<file path="config.mk">
export PLATFORM = sky130hd
export DESIGN_NAME = rgb_pwm_driver_flat
export DESIGN_NICKNAME = d
export VERILOG_FILES = /design/src/rtl/rgb_pwm_driver_if.sv /design/src/rtl/rgb_pwm_driver.sv /design/src/flat_wrapper.sv
export SDC_FILE = /design/constraint.sdc
export NUM_CORES = 1
export LEC_CHECK = 0
export CAP_MARGIN = 25
export CORE_MARGIN = 4
export CORE_UTILIZATION = 38
export CTS_BUF_LIST = sky130_fd_sc_hd__clkbuf_16
export DETAILED_ROUTE_END_ITERATION = 8
export PLACE_DENSITY = 0.55
export SYNTH_ARGS = -nofsm -noshare
export SYNTH_HDL_FRONTEND = slang
export SYNTH_SLANG_ARGS = --single-unit
</file>
<file path="constraint.sdc">
create_clock -name clk -period 3.58 [get_ports clk]
set_input_delay 1.074 -clock clk [delete_from_list [all_inputs] [get_ports clk]]
set_output_delay 1.074 -clock clk [all_outputs]
set_load 0.05 [all_outputs]
</file>
<file path="src/rtl/rgb_pwm_driver_if.sv">
// rgb_pwm_driver_if: valid/ready transport of one RGB duty triple
interface rgb_pwm_driver_if;
    logic duty_valid;
    logic duty_ready;
    logic [7:0] duty_r;
    logic [7:0] duty_g;
    logic [7:0] duty_b;
    modport master(output duty_valid, duty_r, duty_g, duty_b, input duty_ready);
    modport slave(input duty_valid, duty_r, duty_g, duty_b, output duty_ready);
endinterface

</file>
<file path="src/rtl/rgb_pwm_driver.sv">
// rgb_pwm_driver: edge-aligned RGB PWM with double-buffered duties applied at period boundaries
module rgb_pwm_driver #(
    parameter int PRESCALE   = 16,
    parameter bit ACTIVE_LOW = 1'b0
) (
    input  logic                   clk,
    input  logic                   reset,
    rgb_pwm_driver_if.slave        duty,
    output logic                   redled,
    output logic                   greenled,
    output logic                   blueled,
    output logic                   frame_start
);
    localparam logic [0:0] EMPTY = 1'b0;
    localparam logic [0:0] FULL  = 1'b1;
    logic [0:0] state;
    logic [15:0] pre;
    logic [7:0] phase, phase_n;
    logic [7:0] pend_r, pend_g, pend_b;
    logic [7:0] act_r, act_g, act_b, act_r_n, act_g_n, act_b_n;
    logic tick, boundary, apply;
    assign tick = pre == 16'(PRESCALE - 1);
    assign boundary = tick && phase == 8'd254;
    assign apply = boundary && state == FULL;
    assign duty.duty_ready = state == EMPTY;
    // Pins are registered from next-state phase/duty so a new period shows up alongside frame_start.
    always_comb begin
        phase_n = tick ? (phase == 8'd254 ? 8'd0 : phase + 8'd1) : phase;
        act_r_n = apply ? pend_r : act_r;
        act_g_n = apply ? pend_g : act_g;
        act_b_n = apply ? pend_b : act_b;
    end
    always_ff @(posedge clk) begin
        if (reset) begin
            state       <= EMPTY;
            pre         <= 16'd0;
            phase       <= 8'd0;
            pend_r      <= 8'd0;
            pend_g      <= 8'd0;
            pend_b      <= 8'd0;
            act_r       <= 8'd0;
            act_g       <= 8'd0;
            act_b       <= 8'd0;
            frame_start <= 1'b0;
            redled      <= ACTIVE_LOW;
            greenled    <= ACTIVE_LOW;
            blueled     <= ACTIVE_LOW;
        end else begin
            pre         <= tick ? 16'd0 : pre + 16'd1;
            phase       <= phase_n;
            act_r       <= act_r_n;
            act_g       <= act_g_n;
            act_b       <= act_b_n;
            frame_start <= boundary;
            if (state == EMPTY && duty.duty_valid) begin
                pend_r <= duty.duty_r;
                pend_g <= duty.duty_g;
                pend_b <= duty.duty_b;
                state  <= FULL;
            end else if (apply) begin
                state <= EMPTY;
            end
            redled   <= (phase_n < act_r_n) ^ ACTIVE_LOW;
            greenled <= (phase_n < act_g_n) ^ ACTIVE_LOW;
            blueled  <= (phase_n < act_b_n) ^ ACTIVE_LOW;
        end
    end
endmodule

</file>
<file path="src/flat_wrapper.sv">
// flat-port wrapper written by rule: the top's interface ports become plain ports
module rgb_pwm_driver_flat 
#(
    parameter int PRESCALE   = 16,
    parameter bit ACTIVE_LOW = 1'b0
)
  (clk, reset, redled, greenled, blueled, frame_start, duty_duty_valid, duty_duty_r, duty_duty_g, duty_duty_b, duty_duty_ready);
  rgb_pwm_driver_if duty_i ();
  input  logic clk;
  input  logic reset;
  output logic redled;
  output logic greenled;
  output logic blueled;
  output logic frame_start;
  input wire logic [$bits(duty_i.duty_valid)-1:0] duty_duty_valid;
  input wire logic [$bits(duty_i.duty_r)-1:0] duty_duty_r;
  input wire logic [$bits(duty_i.duty_g)-1:0] duty_duty_g;
  input wire logic [$bits(duty_i.duty_b)-1:0] duty_duty_b;
  output wire logic [$bits(duty_i.duty_ready)-1:0] duty_duty_ready;
  assign duty_i.duty_valid = duty_duty_valid;
  assign duty_i.duty_r = duty_duty_r;
  assign duty_i.duty_g = duty_duty_g;
  assign duty_i.duty_b = duty_duty_b;
  assign duty_duty_ready = duty_i.duty_ready;
  rgb_pwm_driver #(.PRESCALE(PRESCALE), .ACTIVE_LOW(ACTIVE_LOW)) u_core (.clk(clk), .reset(reset), .duty(duty_i), .redled(redled), .greenled(greenled), .blueled(blueled), .frame_start(frame_start));
endmodule
</file>
* Word-level counts from Yosys, hierarchy flattened
Index checks and enable logic that the tools add are counted.
** Storage, ports and cells
- Flip-flop bits (word level) :: 77
- Bits in latches :: 0
- Bits in writable memories :: 0
- Memory bits (read-only) :: 0
- Input port bits :: 27
- Word-level logic and storage cells :: 33
- Memories kept :: 0
** Operators by class
- Add/sub/neg operators :: 2
- $mul :: 0
- Divide/modulo/power cells :: 0
- Order comparisons :: 3
- Eq/ne operators :: 2
- Shift-type cells :: 0
- Multiplexer cells :: 7
- Bitwise gates (word level) :: 1
- Reductions and logical operators :: 5
** Operators by type and width (number)
- $mux W8 :: 5
- $lt A8 B8 Y1 :: 3
- $add A16 B1 Y16 const B :: 1
- $eq A16 B4 Y1 const B :: 1
- $add A8 B1 Y8 const B :: 1
- $eq A8 B8 Y1 const B :: 1
- $logic_and A1 B1 Y1 :: 3
- $mux W1 :: 2
- $reduce_bool A2 Y1 :: 1
- $reduce_or A2 Y1 :: 1
- $not A1 Y1 :: 1

* Logic depth before layout (Yosys ltp)
- Word-level depth :: 5
- Gate-level depth with buffers :: 14

* Worst setup path after synthesis
Ideal clock, no wire load.
- Path kind :: register to register
- Start :: register u_core.pre[0]
- End :: register u_core.blueled
- Arrival time :: 2517 ps
- Required time :: 3506 ps
- Slack :: 989 ps
- Cell stages (with the launch flop) :: 13
- Path buffers :: 0
- Clock period less this slack :: 2591 ps
- Cell sequence :: dfxtp_1 ha_1 and3_1 nand4_2 or4_1 a21o_1 nand2_1 ha_1 a21oi_1 o22ai_1 nor3_1 nand3_1 o21ai_0
** Between the ends
- Elaborated cells between the ends (all ways) :: 6
** RTL lines
- start: declaration :: line rgb_pwm_driver.sv:17 : logic [15:0] pre;
- start signal: assignment :: line rgb_pwm_driver.sv:49 : pre <= tick ? 16'd0 : pre + 16'd1;
- $eq A16 B4 Y1 :: line rgb_pwm_driver.sv:22 : assign tick = pre == 16'(PRESCALE - 1);
- $mux W8 :: line rgb_pwm_driver.sv:28 : phase_n = tick ? (phase == 8'd254 ? 8'd0 : phase + 8'd1) : phase;
- named net u_core.phase_n[6] :: line rgb_pwm_driver.sv:18 : logic [7:0] phase, phase_n;
- $lt A8 B8 Y1 :: line rgb_pwm_driver.sv:65 : blueled <= (phase_n < act_b_n) ^ ACTIVE_LOW;
- end signal: assignment :: line rgb_pwm_driver.sv:65
- end: declaration :: line rgb_pwm_driver.sv:11 : output logic blueled,
The timed path passes the listed nets, and every way through them passes these cells.
A chain may end at the register's enable or synchronous reset.

* Final worst setup path
Same ends and word-level chain as after synthesis.

==> summary.md <==
| Metric | Value |
|---|---|
| Status | finished, final reports clean |
| Proportion of synthesized area in mux cells | 0.06669 |
| Mapped Nets | 443 |
| Share of the synthesized area in the top cell type | 0.4465 |
| DP HPWL | roughly 5000 um |
| Std-Cell Rows | 34 |
| Sw frac | 0.2249 |
| Leading area contributor after synthesis | dfxtp_1 |
| First-pass GRT wire length | 11,320 um |
| Top_reg_cell synth | dfxtp_1 |
| # IOs | 32 |
| Pwr dens | 462.6 nW/um^2 |
| Tmin final | 3.142 ns |
| XOR/XNOR Fraction of Synth Area | 0.03552 |
| CP Max Fanout | 17 |
| Critical Path Slowest Stage Cell | or4_1 |
| Hold buffers post-CTS | 0 |
| YS warnings | 0 |
| Gate count after technology mapping | between 300 and 400 |
| Clk buf depth | 2 |
| Compound-cell area share of the yosys netlist | 0.09822 |
| Final TNS setup | 0 ns |
| Clock Skew | 0.008015 ns |
| Net Sw Power | approximately 430 uW |
| Largest net degree at the start of global routing | 25 |
| Met1 WL | 3577 um |
| Pleak | 1.753 nW |
| Largest delay share family, worst path | simple AND/OR/NAND/NOR gates |
| Fillers | ~860 |
| Total of max-cap violations | 0 |
| Starting density of the core | 0.3939 |
| Final Instance Count excl. Fillers | approximately 530 |
| Remaining DRCs | 0 |
| Reg2reg setup slack | 0.44 ns |
| Worst min-delay path class | flop to flop |
| Critical path depth in cells | 12 |
| Flop pwr share | 0.470 |
| Slew Viols, Final | 0 |
| WL final | 6752 um |
| Period utilization | 0.8778 |
| Async SR Flop Fraction | 0 |
| WP data arrival | between 3 and 4 ns |
| First element of the critical path | u_core.pre[0] |
| Setup repair bufs after CTS | 0 |
| Sequential-to-total area share from yosys stat | 0.4465 |
| VDD IR max | 0.1932 mV |
| Fmax | between 0.3 and 0.4 GHz |
| Setup violators final | 0 |
| Logic pwr share | 0.070 |
| 1st-iter DRT viols | 110 |
| Adder-Cell Fraction of Synth Area | 0.08699 |
| Synthesized area per cell | 8.806 um^2 |
| Final layout net count | 469 |
| CTS tree | built |
| Met3 WL post-DR | 218 um |
| CP Buf/Inv Count | 0 |
| Clk_lat worst skew | 0.33 ns |
| Multi-input gate area | 1792 um^2 |
| Cell variety after synth | between 40 and 50 |
| Antenna-violating nets left | 0 |
| Pint | 1.477 mW |
| Vias in the first global route | roughly 2,400 |
| Post-synth design cell area | between 3000 and 4000 um^2 |
| Final hold violation count | 0 |
| Simple-gate area share of the yosys netlist | 0.2316 |
| Worst-path clk slew | 0.06 ns |
| Total track usage | 0.1354 |
| Largest family of logic cells by synthesized area | simple AND/OR/NAND/NOR gates |
| Slew margin rel. | 0.4697 |
| WS Path Type | flop to flop |
| Root Driver | clkbuf_16 |
| Max incr delay on CP | 0.61 ns |
| Die footprint | 10,670 um^2 |
| Endpoint type of the worst setup path | flop |
| CTS Buf Count | 9 |
| Worst Setup EP | u_core.blueled |
| Cts repair resizes | 0 |
| Routability cong. | 0.7349 |
| Crit-path cells | ha_1 -> and3_1 -> nand4_2 -> or4_1 -> a21o_1 -> nand2_1 -> ha_1 -> a21oi_1 -> o22ai_1 -> nor3_1 -> nand3_1 -> o21ai_0 |
| Clock power share | 0.460 |
| Die W | between 100 and 150 um |
| Total grt overflow | 0 |
| Crit-path most repeated cell | ha_1 |
| Post-synth EDFFs | 0 |
| Area Growth Syn to Fin | 19.32% |
| Critical path required time | 3.83 ns |
| Reg2reg start | u_core.pre[0] |
| DRT Pass-1 Iters | 4 |
| Via count | 2,612 |
| Worst Reg2Reg Path Length in Cells | 12 |
| Top cells by area, synth | dfxtp_1 45%, ha_1 8.7%, nand2_1 7.2% |
| Critical path launch point type | flop |
| Routed WL per cell | 12.72 um |
| Port bufs | 31 |
| Flops & latches, synth | 77 |
| Worst reg2reg path endpoint | u_core.blueled |
| Inst Count DP | 515 |
| RSZ-0062 raised after global routing | false |
| Core box area | about 8800 um^2 |
| Reg area | 1541 um^2 |
| Slew at the pin with the worst max-slew slack | between 0.7 and 0.8 ns |
| Die Y-Extent | 103.3 um |
| Top layer in use | met4 |
| CTS sink cnt | 77 |
| Via density | 4.919 |
| Antenna violations before repair | 0 |
| Met2 WL | 2882 um |
| N_diodes | 0 |
| H-tree depth | 3 |
| Fraction of layout cells with a size suffix above 1 | 0.06147 |
-- synth_stat cells (3+ instances only) --
cell,number
nand3_1,14
clkbuf_1,15
and4_1,4
nor3_1,4
a21oi_1,39
o31ai_1,3
inv_1,6
nor2b_1,6
mux2i_1,23
ha_1,24
nor2_1,48
or3_1,4
xor2_1,10
nand2_1,66
xnor2_1,4
a21o_1,4
nand4_1,6
dfxtp_1,77
o21ai_0,6
-- cell type report --
class | count | share of cell area
Multi-Input combinational cell | 289 | 0.4350
Clock inverter | 7 | 0.01640
Sequential cell | 77 | 0.3742
Timing Repair Buffer | 35 | 0.08141
Clock buffer | 9 | 0.05468
Tap cell | 108 | 0.03281
Inverter | 6 | 0.005468
-- stage by stage --
step                        util  worst slack, ns  instance area, um^2  hold slack (ns)  total power [mW]
after floorplan                -           0.9887                 3452           0.4179            0.9937
after global placement    0.4366           0.6009                 3826           0.4305             1.047
after detailed placement  0.4366           0.4782                 3826           0.4423             1.049
after CTS                 0.4700           0.4562                 4119           0.4504             1.931
after global routing      0.4700           0.1901                 4119           0.4696             1.980
final                     0.4700           0.4376                 4119           0.4441             1.906
-- power by group through the flow --
stage | clock, mW | sequential [mW] | combinational [mW]
after floorplan | 0 | 0.919 | 0.0751
after global placement | 0 | 0.914 | 0.133
after detailed placement | 0 | 0.914 | 0.134
after CTS | 0.900 | 0.895 | 0.135
after global routing | 0.932 | 0.898 | 0.151
final | 0.877 | 0.895 | 0.134
-- routing by layer --
metal,vias to the layer above,GRT usage
li1,1402,-
met1,1176,0.1873
met2,28,0.2077
met3,6,0.02683
met4,0,0.05378
met5,-,0
-- how the worst min path moves through the flow --
stage | start | end | depth (start not counted) | slack [ns]
final | u_core.pre[0] | u_core.pre[0] | 1 | 0.44
after floorplan | u_core.pre[0] | u_core.pre[0] | 1 | 0.42
after detailed placement | u_core.pre[0] | u_core.pre[0] | 1 | 0.44
after CTS | u_core.pre[0] | u_core.pre[0] | 1 | 0.45
after global routing | u_core.pre[0] | u_core.pre[0] | 1 | 0.47
after global placement | u_core.pre[0] | u_core.pre[0] | 1 | 0.43
-- state kept, by name, summed over array words and instances (netlist names) --
name and flops:
u_core.pend_r 8, u_core.greenled 1, u_core.pre 16, u_core.pend_b 8, u_core.phase 8, u_core.act_b 8
u_core.state 1, u_core.frame_start 1, u_core.pend_g 8, u_core.redled 1, u_core.act_r 8, u_core.act_g 8
u_core.blueled 1
-- placed cells by master (no fill, tap or decap), types with 2 or more instances in the layout --
cell type        Yosys  layout
dfxtp_1             77      77
nand2_1             66      66
nor2_1              48      48
a21oi_1             39      39
clkdlybuf4s50_1      0      30
ha_1                24      24
mux2i_1             23      23
nand3_1             14      14
xor2_1              10      10
clkbuf_16            0       9
inv_1                6       7
nand4_1              6       6
o21ai_0              6       6
nor2b_1              6       6
and4_1               4       4
or3_1                4       4
a21o_1               4       4
nor3_1               4       4
xnor2_1              4       4
buf_4                1       4
o31ai_1              3       3
and3_1               2       2
nor4_2               2       2
and2_1               2       2
o21ai_1              2       2
a31oi_1              2       2
clkinv_4             0       2
-- logic make-up after synthesis --
kind of cell / after synthesis
XOR/XNOR: 14
adder cells (fa/ha/maj): 24
AO/OA/AOI/OAI: 61
buffers and inverters: 26
AND/OR/NAND/NOR: 167
multiplexers: 23
flip-flops: 77
Power figures use the tool's default switching activity.
